**config.mk**
```make
export PLATFORM = sky130hd
export DESIGN_NAME = dot_vec_tx_20
export DESIGN_NICKNAME = d
export VERILOG_FILES = /design/src/rtl/dot_vec_tx_20.sv
export SDC_FILE = /design/constraint.sdc
export NUM_CORES = 1
export LEC_CHECK = 0
export ABC_AREA = 1
export CORE_ASPECT_RATIO = 1.5
export CORE_MARGIN = 10
export CORE_UTILIZATION = 45
export CTS_CLUSTER_DIAMETER = 30
export DETAILED_ROUTE_END_ITERATION = 16
export DONT_BUFFER_PORTS = 1
export PLACE_DENSITY = 0.64
export SLEW_MARGIN = 20
export SYNTH_ARGS = -nofsm -noshare
export SYNTH_HDL_FRONTEND = slang
export SYNTH_SLANG_ARGS = --single-unit
```
**constraint.sdc**
```tcl
create_clock -name clk -period 6.5 [get_ports clk]
set_input_delay 0.975 -clock clk [delete_from_list [all_inputs] [get_ports clk]]
set_output_delay 0.975 -clock clk [all_outputs]
set_load 0.02 [all_outputs]
```
**src/rtl/dot_vec_tx_20.sv**
```systemverilog
// Vector transmitter: buffers VEC_LEN words written by a local controller and
// streams them as one AXI4-Stream packet (TLAST on the final word) per start.
module dot_vec_tx_20 #(
  parameter  int DATA_WIDTH = 32,
  parameter  int VEC_LEN    = 20,
  localparam int AW         = $clog2(VEC_LEN)
) (
  input  logic                  clk,
  input  logic                  rst,
  input  logic                  wr_en,
  input  logic [AW-1:0]         wr_addr,
  input  logic [DATA_WIDTH-1:0] wr_data,
  input  logic                  start,
  output logic                  busy,
  output logic                  done,
  output logic [DATA_WIDTH-1:0] OUTPUT_AXIS_TDATA,
  output logic                  OUTPUT_AXIS_TLAST,
  output logic                  OUTPUT_AXIS_TVALID,
  input  logic                  OUTPUT_AXIS_TREADY
);

  localparam logic [AW-1:0] LAST_IDX = AW'(VEC_LEN - 1);

  typedef enum logic [1:0] {
    IDLE = 2'd0,
    SEND = 2'd1,
    DONE = 2'd2
  } state_e;

  state_e                state_q, state_d;
  logic [AW-1:0]         idx_q, idx_d;
  logic [DATA_WIDTH-1:0] buf_q [VEC_LEN];
  logic                  buf_we;
  logic                  beat_accepted;

  // Writes land only while idle so an in-flight packet is never torn.
  assign buf_we        = wr_en && !rst && (state_q == IDLE) && (wr_addr <= LAST_IDX);
  assign beat_accepted = (state_q == SEND) && OUTPUT_AXIS_TREADY;

  // NOTE: the vector buffer has no reset; it must survive rst so the same
  // vector can be resent, and leaving it unreset keeps it plain flops/RAM.
  always_ff @(posedge clk) begin
    if (buf_we) begin
      buf_q[wr_addr] <= wr_data;
    end
  end

  // NOTE: sequential state uses non-blocking assignments only; the blocking
  // form here would race against every other process reading these registers.
  always_ff @(posedge clk) begin
    if (rst) begin
      state_q <= IDLE;
      idx_q   <= '0;
    end else begin
      state_q <= state_d;
      idx_q   <= idx_d;
    end
  end

  // NOTE: every output of this block gets a default first so no path through
  // the case statement can infer a latch.
  always_comb begin
    state_d = state_q;
    idx_d   = idx_q;
    unique case (state_q)
      IDLE: begin
        if (start) begin
          state_d = SEND;
          idx_d   = '0;
        end
      end
      SEND: begin
        if (beat_accepted) begin
          if (idx_q == LAST_IDX) begin
            state_d = DONE;
          end else begin
            idx_d = idx_q + 1'b1;
          end
        end
      end
      DONE:    state_d = IDLE;
      default: state_d = IDLE;
    endcase
  end

  always_comb begin
    OUTPUT_AXIS_TVALID = (state_q == SEND);
    OUTPUT_AXIS_TLAST  = (state_q == SEND) && (idx_q == LAST_IDX);
    OUTPUT_AXIS_TDATA  = (state_q == SEND) ? buf_q[idx_q] : '0;
    busy               = (state_q == SEND);
    done               = (state_q == DONE);
  end

endmodule

```
==> impl_metrics.yaml <==
global_route:
  grt_pass1_vias: 18140
  grt_antenna_before_repair: 1
  grtUsageTotal_pct: 18.71
  grt_max_degree: 191
  grt_first_pass_wirelength_mm: 104.3
  gr-total-overflow: 0
logic_synthesis:
  synth-async-reset-ratio_pct: 0
  synth_flop_cell: "edfxtp_1"
  synth_fp_nets: 2622
  synth-edff-count: 640
  yosysTopAreaCell: "edfxtp_1"
  avgSynthCellArea_um2: 10.68
  yosysSeqAreaShare_pct: 70.63
  yosys-top-cells-area: "edfxtp_1, nand2_1, nand3_1"
  yosys_warnings: 0
  ys_types: 22
  ys_ff_latch: 652
  syn_area_um2: 27550
  yosysTopAreaCellShare_pct: 69.76
  netlist_instances: 2579
sta:
  timing.fmax_mhz: 211.5
  tightest_slew_ps: 1056
  setup-tns-final_ps: 0
  timing.final.crit_period_ps: 4729
  finalHoldViolCount: 0
  rsz0062_at_grt: "no"
  setup_violations: 0
  slew_viol_final: 0
  timing.slew.headroom_pct: 29.57
  post-route-period-util_pct: 72.75
  finalClockSkew_ps: 21.35
floorplan:
  rows: 111
  die_area_um2: 71720
  core_area_um2: 60830
  pin_count: 78
  die_x_um: 222.0
  initial_core_util_pct: 45.29
  fp.dieH_um: 323.0
clocking:
  cts_buffers: 88
  cts_setup_buffers: 0
  numClockSinks: 652
  tritoncts: "built"
  clock_latency_ps: 640
  clockBufferDepth: 3
  clockRootBuffer: "clkbuf_16"
  htreeDepth: 3
  cts_resized: 0
  cts_hold_buf: 0
  path_clk_slew_ps: 60
pwr:
  peakVddDrop_v: 0.0002749
  leakage_uw: 0.01262
  power_density_nw_per_um2: 319.7
  power.total_uw: 10040
drt:
  viasPerCell: 5.283
  ant_nets: 0
  drc_errors: 0
  first_iter_violations: 1637
  wl_per_cell_um: 19.89
  wirelength_mm: 68.28
  vias: 18138
  first_pass_iters: 5
worst_setup_path:
  cp-start-kind: "flop"
  crit_arrival_ps: 3750
  r2r_setup_slack_ps: 4130
  critPathCaptureType: "primary output"
  crit_fanout: 190
  critPathKind: "reg2out"
  cp_data_required_time_ps: 5520
  timing.rr.start: "state_q[0]$_SDFFE_PP0P_"
cells_and_area:
  final_common_cell: "nand2_1"
  layout-drive-gt1-share_pct: 8.441
  final_cell_mix: "nand2_1, edfxtp_1, nand3_1, inv_1, nor2_1"
  diodes: 0
  instances_no_fill: 3433
  final_area_um2: 31400
  syn_to_final_growth_pct: 13.99
  fillers: 5174
  fin_nets: 2609
  fin_util_pct: 51.62
worst_hold_path:
  worstHoldStart: "rst"
  hold_path.class: "in2reg"
placement:
  placed_cell_area_um2: 28250
  port_buffers: 0
  dp_hpwl_mm: 32.84
  gp_congestion: 0.7966
  numPlacedInstances: 3267
run_status:
  status: "finished, final reports clean"
job:
  drv_cap: 0
## stage by stage
step / worst slack [ps] / hold slack [ps]
2_1_floorplan: 1524 / 464.8
3_3_place_gp: 2552 / 496.5
3_5_place_dp: 2568 / 500.6
4_1_cts: 1892 / 400.4
5_1_grt: 1529 / 402.2
6_report: 1771 / 421.4
## final timing paths
path                                                end  cells past startpoint
worst max-delay path               OUTPUT_AXIS_TDATA[4]                      9
worst min-delay path            state_q[1]$_SDFFE_PP0P_                      1
worst max register to register   buf_q[9][19]$_DFFE_PP_                      6
worst min register to register                     flop                      1
## cells in the mapped netlist, drive strengths merged, types with 2 or more instances
cell    count
nor2      127
o21ai     130
a21oi       7
nand3     361
nor3        3
buf        98
edfxtp    640
nand2     820
clkbuf     38
inv       337
or2         2
dfxtp      12
## power breakdown
group / total [uW] / internal [uW] / switching, uW / leakage, uW
combinational: 394 / 107 / 287 / 0.00526
sequential: 4650 / 4630 / 16.1 / 0.00585
clock: 5000 / 3000 / 2000 / 0.00151
## state kept, by name, summed over array words and instances, names as in the netlist, named ones only
name,flops
state_q,2
idx_q,5
buf_q,640
## worst max-delay path: stages, from the launching register on
cell      delay [ps]
dfxtp_4          770
clkinv_8         720
buf_4            580
nand2_1          130
nand3_1           80
nand3_1          160
nand3_1          110
nand3_1          130
nand2_1           80
inv_1            180
## final cells by class
class	count	area (um2)	area share, %
Clock buffer	90	2231	7.104
Clock inverter	76	917.1	2.920
Inverter	337	1280	4.076
Multi-Input combinational cell	1454	6257	19.93
Sequential cell	652	19470	61.99
Tap cell	791	989.7	3.152
Timing Repair Buffer	33	260.3	0.8287
## metal layers
layer  wire length [um]  global-route usage (%)  vias up  part of all wire (%)
li1                   -                       -     8492                     -
met1              26740                   21.96     8861                    39
met2              35390                   33.34      639                    52
met3               4285                   3.072      146                   6.3
met4               1861                   7.862        0                   2.7
met5                  0                       0        -                     0
## cells by family after synthesis
family	share of synthesized area [%]
adder cells (fa/ha/maj)	0.04541
flip-flops	70.63
AND/OR/NAND/NOR	19.58
buffers and inverters	7.185
XOR/XNOR	0.06360
AO/OA/AOI/OAI	2.489
Power figures use the tool's default switching activity.
